$ cat config.mk
export PLATFORM = sky130hd
export DESIGN_NAME = i2s_clk_recv_flat
export DESIGN_NICKNAME = d
export VERILOG_FILES = /design/src/rtl/i2s_clk_recv_if.sv /design/src/rtl/i2s_clk_recv.sv /design/src/flat_wrapper.sv
export SDC_FILE = /design/constraint.sdc
export NUM_CORES = 1
export LEC_CHECK = 0
export BUFFER_PORTS_ARGS = -buffer_cell sky130_fd_sc_hd__buf_2
export CAP_MARGIN = 20
export CELL_PAD_IN_SITES_DETAIL_PLACEMENT = 1
export CELL_PAD_IN_SITES_GLOBAL_PLACEMENT = 2
export CORE_ASPECT_RATIO = 1.75
export CORE_MARGIN = 2
export CORE_UTILIZATION = 34
export DETAILED_ROUTE_END_ITERATION = 7
export PLACE_DENSITY_LB_ADDON = 0.1
export SLEW_MARGIN = 20
export SYNTH_ARGS = -nofsm -noshare
export SYNTH_HDL_FRONTEND = slang
export SYNTH_SLANG_ARGS = --single-unit
$ cat constraint.sdc
create_clock -name mck -period 2.05 [get_ports mck]
set_input_delay 0.41 -clock mck [delete_from_list [all_inputs] [get_ports mck]]
set_output_delay 0.41 -clock mck [all_outputs]
set_load 0.03 [all_outputs]
$ cat src/rtl/i2s_clk_recv_if.sv
// -----------------------------------------------------------------------------
// i2s_clk_recv_if
// Serial-pin and sample bundle for the I2S clock generator / receiver.
//   data_in    : I2S serial data from the codec/ADC
//   sck        : mck/2 system clock out
//   bck        : mck/8 bit clock
//   lrck       : mck/512 word select (0 = left, 1 = right)
//   data_out   : last completely received sample
//   count      : bck slot index within the current channel (0..31)
//   data_valid : (I2S_STROBE_EN only) one-cycle pulse after data_out updates
//   data_ch    : (I2S_STROBE_EN only) channel of the captured word
// Modports: master = the receiver block, slave = the datapath/pin side.
// Optional feature macro: I2S_STROBE_EN.
// -----------------------------------------------------------------------------
interface i2s_clk_recv_if #(
  parameter int DATA_WIDTH = 24
);
  logic                  data_in;
  logic                  sck;
  logic                  bck;
  logic                  lrck;
  logic [DATA_WIDTH-1:0] data_out;
  logic [4:0]            count;
`ifdef I2S_STROBE_EN
  logic                  data_valid;
  logic                  data_ch;

  modport master (
    input  data_in,
    output sck, bck, lrck, data_out, count, data_valid, data_ch
  );
  modport slave (
    output data_in,
    input  sck, bck, lrck, data_out, count, data_valid, data_ch
  );
`else
  modport master (
    input  data_in,
    output sck, bck, lrck, data_out, count
  );
  modport slave (
    output data_in,
    input  sck, bck, lrck, data_out, count
  );
`endif
endinterface

$ cat src/rtl/i2s_clk_recv.sv
// -----------------------------------------------------------------------------
// i2s_clk_recv
// Single-clock I2S clock generator plus DATA_WIDTH-bit serial receiver.
// A 9-bit free-running counter on mck provides every output clock as a plain
// register bit: sck = cnt[0], bck = cnt[2], lrck = cnt[8], count = cnt[7:3].
// Serial data is sampled on the mck edge that raises bck (cnt[2:0] == 3'b011).
// Slot 0 is the I2S one-bit delay; slots 1..DATA_WIDTH carry MSB..LSB and the
// LSB sample edge loads data_out directly. Remaining slots are ignored.
// Ports:
//   mck   : master clock, all logic on its rising edge
//   reset : synchronous, active-low reset
//   bus   : i2s_clk_recv_if.master (data_in in; sck/bck/lrck/data_out/count out)
// Optional feature macro: I2S_STROBE_EN adds data_valid/data_ch to the bus.
// DATA_WIDTH must be <= 31 so that the LSB slot fits inside one channel.
// -----------------------------------------------------------------------------
module i2s_clk_recv #(
  parameter int DATA_WIDTH = 24
) (
  input  logic               mck,
  input  logic               reset,
  i2s_clk_recv_if.master     bus
);

  localparam logic [4:0] LAST_SLOT = 5'(DATA_WIDTH);

  logic [8:0]            cnt;
  logic [DATA_WIDTH-2:0] shift;   // MSB..LSB-1; the LSB comes straight from data_in
  logic [DATA_WIDTH-1:0] data_q;

  logic [4:0] slot;
  logic       sample;

  assign slot   = cnt[7:3];
  assign sample = (cnt[2:0] == 3'b011);   // same edge that drives bck 0->1

  // NOTE: sequential state uses non-blocking assignments so every register
  // samples the pre-edge values of the others, independent of statement order.
  always_ff @(posedge mck) begin
    if (!reset) begin
      cnt    <= '0;
      shift  <= '0;
      data_q <= '0;
    end else begin
      cnt <= cnt + 9'd1;
      if (sample) begin
        if (slot == 5'd0) begin
          shift <= '0;
        end else if (slot < LAST_SLOT) begin
          shift <= {shift[DATA_WIDTH-3:0], bus.data_in};
        end else if (slot == LAST_SLOT) begin
          data_q <= {shift, bus.data_in};
        end
      end
    end
  end

  assign bus.sck      = cnt[0];
  assign bus.bck      = cnt[2];
  assign bus.lrck     = cnt[8];
  assign bus.count    = slot;
  assign bus.data_out = data_q;

`ifdef I2S_STROBE_EN
  logic valid_q;
  logic ch_q;

  // The edge after the LSB capture sees cnt[2:0] == 3'b100 in the LSB slot,
  // so the pulse lands one cycle after data_out changes.
  always_ff @(posedge mck) begin
    if (!reset) begin
      valid_q <= 1'b0;
      ch_q    <= 1'b0;
    end else begin
      valid_q <= (cnt[7:0] == {LAST_SLOT, 3'b100});
      if (cnt[7:0] == {LAST_SLOT, 3'b100}) begin
        ch_q <= cnt[8];
      end
    end
  end

  assign bus.data_valid = valid_q;
  assign bus.data_ch    = ch_q;
`endif

endmodule

$ cat src/flat_wrapper.sv
// flat-port wrapper written by rule: the top's interface ports become plain ports
module i2s_clk_recv_flat 
#(
  parameter int DATA_WIDTH = 24
)
  (mck, reset, bus_data_in, bus_sck, bus_bck, bus_lrck, bus_data_out, bus_count);
  i2s_clk_recv_if #(.DATA_WIDTH(DATA_WIDTH)) bus_i ();
  input  logic mck;
  input  logic reset;
  input wire logic [$bits(bus_i.data_in)-1:0] bus_data_in;
  output wire logic [$bits(bus_i.sck)-1:0] bus_sck;
  output wire logic [$bits(bus_i.bck)-1:0] bus_bck;
  output wire logic [$bits(bus_i.lrck)-1:0] bus_lrck;
  output wire logic [$bits(bus_i.data_out)-1:0] bus_data_out;
  output wire logic [$bits(bus_i.count)-1:0] bus_count;
  assign bus_i.data_in = bus_data_in;
  assign bus_sck = bus_i.sck;
  assign bus_bck = bus_i.bck;
  assign bus_lrck = bus_i.lrck;
  assign bus_data_out = bus_i.data_out;
  assign bus_count = bus_i.count;
  i2s_clk_recv #(.DATA_WIDTH(DATA_WIDTH)) u_core (.mck(mck), .reset(reset), .bus(bus_i));
endmodule
==> results of run 1 <==
## worst paths after layout
check / depth (start not counted) / to
worst max-delay path: 6 / u_core.bus.data_out[18]
worst min-delay path: 3 / u_core.bus.data_out[0]
worst max register to register: 6 / u_core.bus.data_out[18]
worst min register to register: 2 / u_core.bus.data_out[12]
## state kept, by name, summed over array words and instances, names as in the netlist
name	cells
u_core.bus.data_out	24
u_core.cnt	9
u_core.shift	23
## metrics by stage
stage	instances	setup slack, ps	power [W]	area (um2)	utilization
after floorplan	230	232.0	0.001172	2220	-
after global placement	330	407.2	0.001198	2444	0.3794
after detailed placement	330	356.3	0.001198	2444	0.3794
after CTS	338	349.7	0.002077	2597	0.4033
after global routing	338	261.0	0.002132	2597	0.4033
final	338	381.5	0.002038	2597	0.4033
## worst max-delay path, stage by stage (launching register included)
cell and delay [ps]:
dfxtp_1 390, ha_1 200, ha_1 220, nand3_4 110, nor2_8 270, buf_12 210
mux2i_1 190
## area by class of cell
type	instances	area (um2)
Multi-Input combinational cell	151	950.9
Tap cell	82	102.6
Fill cell	777	3844
Clock inverter	2	15.01
Inverter	1	3.754
Clock buffer	6	138.9
Timing Repair Buffer	40	265.3
Sequential cell	56	1121
## logic make-up (layout without fill, tap and decap cells)
| group | after synthesis | count (layout) | synth area share |
|---|---|---|---|
| compound gates | 30 | 30 | 0.08681 |
| xor+xnor | 2 | 2 | 0.007893 |
| fa+ha+maj | 2 | 2 | 0.01127 |
| buf+inv | 23 | 49 | 0.06990 |
| flops | 56 | 56 | 0.5051 |
| mux | 25 | 25 | 0.1127 |
| simple gates | 92 | 92 | 0.2063 |
## routing by layer
layer  up-vias  part of all wire  track usage  wire length, um
met2        16              0.55       0.2591             2635
met1       828              0.41       0.1580             1957
li1        842                 -            -                -
met4         0             0.015      0.05417               71
met5         -                 0            0                0
met3         5             0.021      0.02538               98
## where the power goes
| part | switching [W] | internal [W] | leakage [nW] |
|---|---|---|---|
| Sequential | 0.00000486 | 0.00109 | 0.451 |
| Combinational | 0.0000507 | 0.0000238 | 0.409 |
| Clock | 0.000380 | 0.000486 | 0.0691 |
| Total | 0.000436 | 0.00160 | 0.930 |
## cell usage in the layout (no fill, tap or decap), types with 4 or more instances in the layout
master | netlist | final
dfxtp_1 | 56 | 56
mux2i_1 | 25 | 25
nand2_1 | 50 | 50
clkbuf_16 | 0 | 5
nand3_1 | 26 | 26
buf_12 | 2 | 4
o22ai_1 | 23 | 23
buf_2 | 2 | 34
==> run_results.csv, run 1 <==
group,metric,value,unit
worst_setup_path,reg2reg_setup_slack,380,ps
status,status,"finished, final reports clean",
route,drt_drc_violations_left,0,
global_route,grt_pass1_vias,1751,
worst_setup_path,crit_required,2270,ps
timing,setup_viol,0,
die,dieArea,0.007216,mm2
clock_network,clk_latency,290,ps
route,drt_wl_total,4.762,mm
synthesis,synth.area.top_cells,"dfxtp_1 (51%), mux2i_1 (11%), nand2_1 (8.5%)",
worst_setup_path,r2r_start,"u_core.cnt[0]",
die,core_area,0.006441,mm2
timing,hold_violations,0,
placed_design,numPortBuffers,34,
worst_setup_path,arrival,1890,ps
synthesis,synth_top_area_share,0.5051,
timing,relSlewSlack,0.7117,
route,drt_iter0_drc,47,
worst_setup_path,cp_max_fo,14,
route,viasPerCell,5.003,
synthesis,synth_area,0.002220,mm2
clock_network,hold_buffers,0,
synthesis,ys_types,26,
die,start_util,0.3446,
synthesis,ys_seq_area_frac,0.5051,
pwr,cellPowerDensity,784.6,mW/mm2
timing,tns,0,ps
route,wl_per_cell,14.09,um
clock_network,cts.sinks,56,
clock_network,htree_levels,2,
pwr,ir_drop,452.3,uV
synthesis,yosysTopAreaCell,"dfxtp_1",
synthesis,syn_nets,235,
timing,fin_crit,1668,ps
timing,skew,8.331,ps
clock_network,cts_setup_buffers,0,
clock_network,cts_resized,0,
timing,fmax,599.4,MHz
hold_path,hold_path_class,"in -> reg",
synthesis,synth-seq-cells,56,
pwr,p_leak,0.9296,nW
global_route,grt_usage,0.1418,
global_route,antenna_found_initial,0,
timing,hold_slack,382.6,ps
worst_setup_path,cp-startpoint,"u_core.cnt[0]",
timing,post-route-period-util,0.8139,
synthesis,avgSynthCellArea,9.651,um2
clock_network,clk_pin_slew_worst_paths,70,ps
worst_setup_path,worstSetupPathType,"reg -> reg",
synthesis,syn_inst,230,
route,detail-route-antenna-nets,0,
placed_design,place_congestion,0.6429,
clock_network,clock_path_buffers,2,
global_route,grt_pass1_wl,8.128,mm
die,fp-row-count,39,
route,vias,1691,
synthesis,synthTopCellsByCount,"dfxtp_1 (56), nand2_1 (50), nand3_1 (26)",
synthesis,ys.flop_type,"dfxtp_1",
flow_run,timing.max_cap.violations,0,
timing,tightest_slew,432.5,ps
cells_and_area,antenna_cells,0,
clock_network,cts_tree,"yes",
route,first_pass_iters,4,
worst_setup_path,worstSetupEndpointType,"register",
synthesis,synth_edf_count,0,
die,io_pins,35,
cells_and_area,nets,260,
synthesis,yosysWarnings,0,
worst_setup_path,startpoint_type,"register",
synthesis,yosysMostFrequentCell,"dfxtp_1",
synthesis,async_flop_share,0,
clock_network,numCtsBuffers,5,
die,die-height,110.9,um
cells_and_area,area_delta_synth_final,17.02,%
hold_path,hold_start,"bus_data_in",
global_route,overflow,0,
cells_and_area,drive_gt1_frac,0.2070,
timing,rsz0062_at_grt,"no",
global_route,grt_max_degree,47,
timing,drv_slew,0,
clock_network,cts_root_buffer,"clkbuf_16",
die,die_x,65.08,um
placed_design,dp_hpwl,3.224,mm
No activity file was read; power rests on OpenSTA's default activity.
==> run 2, diff against run 1 <==
--- a/config.mk
+++ b/config.mk
@@ -11,7 +11,7 @@
 export CELL_PAD_IN_SITES_GLOBAL_PLACEMENT = 2
 export CORE_ASPECT_RATIO = 1.75
 export CORE_MARGIN = 2
-export CORE_UTILIZATION = 34
+export CORE_UTILIZATION = 31
 export DETAILED_ROUTE_END_ITERATION = 7
 export PLACE_DENSITY_LB_ADDON = 0.1
 export SLEW_MARGIN = 20
==> constraint.sdc (replaced) <==
create_clock -name mck -period 1.5 [get_ports mck]
set_input_delay 0.3 -clock mck [delete_from_list [all_inputs] [get_ports mck]]
set_output_delay 0.3 -clock mck [all_outputs]
set_load 0.03 [all_outputs]
==> run 2 against run 1 <==
Against the previous run:
- first-iteration DRC count grew 110%
- combinational power grew 110%
- routed wire length is 9.1% higher
- count of clock-buffer cells in the layout stayed put
- core utilization grew 0.74 points
- highest routed layer unchanged
==> run_results.csv, run 2 (same netlist as run 1, synthesis figures left out) <==
group,metric,value,unit
timing,rsz0062_at_grt,"no",
timing,hold_violations,0,
clock_network,cts_tree,"yes",
cells_and_area,nets,274,
pwr,ir_drop,676.8,uV
worst_setup_path,crit_chain,"ha_4, ha_4, a21boi_4, buf_6, buf_6, nand3_1, o22ai_1",
clock_network,clk_pin_slew_worst_paths,70,ps
timing,drv_slew,0,
clock_network,cts_root_buffer,"clkbuf_16",
placed_design,numPortBuffers,34,
route,drt_wl_total,5.194,mm
pwr,swShare,0.2224,
route,drt_iter0_drc,101,
flow_run,timing.max_cap.violations,0,
cells_and_area,drive_gt1_frac,0.2852,
worst_setup_path,worstSetupEndpointType,"register",
cells_and_area,largest_reg_flops,24,
worst_setup_path,crit_family,"compound AO/OA/AOI/OAI gates",
worst_setup_path,startpoint_type,"register",
worst_setup_path,worstSetupPathType,"reg -> reg",
die,die_x,67.97,um
cells_and_area,final_common_cell,"dfxtp_1",
timing,tightest_slew,345.9,ps
route,drt_drc_violations_left,0,
route,viasPerCell,4.997,
hold_path,hold_path_class,"in -> reg",
timing,fin_crit,1437,ps
global_route,grt_max_degree,48,
pwr,p_int,0.002186,W
pwr,p_leak,1.038,nW
status,status,"finished, final reports clean",
pwr,power,0.002811,W
timing,fmax,695.8,MHz
timing,post-route-period-util,0.9581,
timing,worst_slack,62.90,ps
worst_setup_path,cp_max_fo,10,
worst_setup_path,arrival,1660,ps
placed_design,post-place-ws,-31.97,ps
die,io_pins,35,
route,detail-route-antenna-nets,0,
clock_network,clk_latency,300,ps
global_route,grt_usage,0.1469,
placed_design,dp_hpwl,3.283,mm
pwr,p_comb_frac,0.056,
route,wl_per_cell,14.67,um
die,dieArea,0.007880,mm2
cells_and_area,antenna_cells,0,
die,core_area,0.006907,mm2
cells_and_area,regArea,0.001127,mm2
pwr,cellPowerDensity,991.0,mW/mm2
clock_network,cts.sinks,56,
timing,setup_viol,0,
pwr,power_frac_seq,0.533,
clock_network,numCtsBuffers,5,
placed_design,place_congestion,0.6656,
cells_and_area,area_delta_synth_final,27.79,%
die,fp-row-count,40,
global_route,overflow,0,
timing,tns,0,ps
clock_network,hold_buffers,0,
cells_and_area,num-fill-cells,803,
global_route,antenna_found_initial,0,
cells_and_area,multiInputGateArea,0.001013,mm2
die,die-height,115.9,um
worst_setup_path,cp_num_buf_inv,2,
worst_setup_path,max_stage_delay,360,ps
clock_network,htree_levels,2,
global_route,grt_pass1_vias,1829,
timing,skew,8.428,ps
pwr,pwr-share-clk,0.410,
clock_network,clock_path_buffers,2,
timing,relSlewSlack,0.7691,
route,first_pass_iters,4,
die,start_util,0.3214,
route,vias,1769,
pwr,switchingPower,0.0006251,W
cells_and_area,layout_common_cells,"dfxtp_1 (53), nand2_1 (50), buf_2 (34), nand3_1 (26), mux2i_1 (25)",
global_route,grt_pass1_wl,8.687,mm
worst_setup_path,crit_required,1720,ps
worst_setup_path,worst_path_max_delay_cell,"dfxtp_4",
[run 2: cell types whose count changed in the layout (fill, tap and decap cells not counted), sizes merged]
cell | previous run | this run
clkinv | 0 | 1
clkinvlp | 2 | 1
buf | 40 | 54
[run 2: layout make-up]
| cell class | count | area share |
|---|---|---|
| Sequential cell | 56 | 0.3974 |
| Clock inverter | 2 | 0.005734 |
| Timing Repair Buffer | 54 | 0.1557 |
| Clock buffer | 6 | 0.04543 |
| Tap cell | 84 | 0.03705 |
| Multi-Input combinational cell | 151 | 0.3573 |
| Inverter | 1 | 0.001323 |
[run 2: per-stage QoR]
| stage | hold slack (ps) | utilization | std cells | instance area (um2) |
|---|---|---|---|---|
| 2_1_floorplan | 442.2 | - | 230 | 2238 |
| 3_3_place_gp | 442.1 | 0.3641 | 339 | 2515 |
| 3_5_place_dp | 447.4 | 0.3641 | 339 | 2515 |
| 4_1_cts | 261.1 | 0.4018 | 353 | 2775 |
| 5_1_grt | 296.4 | 0.4107 | 354 | 2836 |
| 6_report | 268.4 | 0.4107 | 354 | 2836 |
[run 2: worst reg2reg max path: stages, from the launching register on]
cell	delay, ps
dfxtp_4	360
ha_4	140
ha_4	140
a21boi_4	250
buf_6	130
buf_6	130
nand3_1	90
o22ai_1	130
[run 2: repair_timing]
action                                  CTS  global route
pin swaps                                 1             5
gates resized for setup                   9            10
endpoints found under the setup margin   15            21
buffers inserted                          4             1
cloned                                    2             0
[run 2: final timing paths]
| check | start | end | slack [ps] | depth (start not counted) |
|---|---|---|---|---|
| max | u_core.cnt[0] | u_core.shift[8] | 60 | 7 |
| min | bus_data_in | u_core.bus.data_out[0] | 270 | 3 |
| max reg2reg | u_core.cnt[0] | u_core.shift[8] | 60 | 7 |
| min reg2reg | u_core.bus.data_out[19] | u_core.bus.data_out[19] | 460 | 2 |
[run 2: metal layers]
| layer | part of all wire | routed length, um | vias to the layer above | GRT usage |
|---|---|---|---|---|
| met3 | 0.025 | 130 | 6 | 0.03204 |
| met1 | 0.43 | 2220 | 868 | 0.1709 |
| met4 | 0.020 | 102 | 0 | 0.06800 |
| met5 | 0 | 0 | - | 0 |
| li1 | - | - | 871 | - |
| met2 | 0.53 | 2740 | 24 | 0.2498 |
[run 2: power groups by stage]
| stage | sequential (W) | combinational [W] | clock [W] |
|---|---|---|---|
| 2_1_floorplan | 0.00154 | 0.0000654 | 0 |
| 3_3_place_gp | 0.00153 | 0.000110 | 0 |
| 3_5_place_dp | 0.00153 | 0.000113 | 0 |
| 4_1_cts | 0.00150 | 0.000149 | 0.00122 |
| 5_1_grt | 0.00150 | 0.000173 | 0.00128 |
| 6_report | 0.00150 | 0.000158 | 0.00115 |
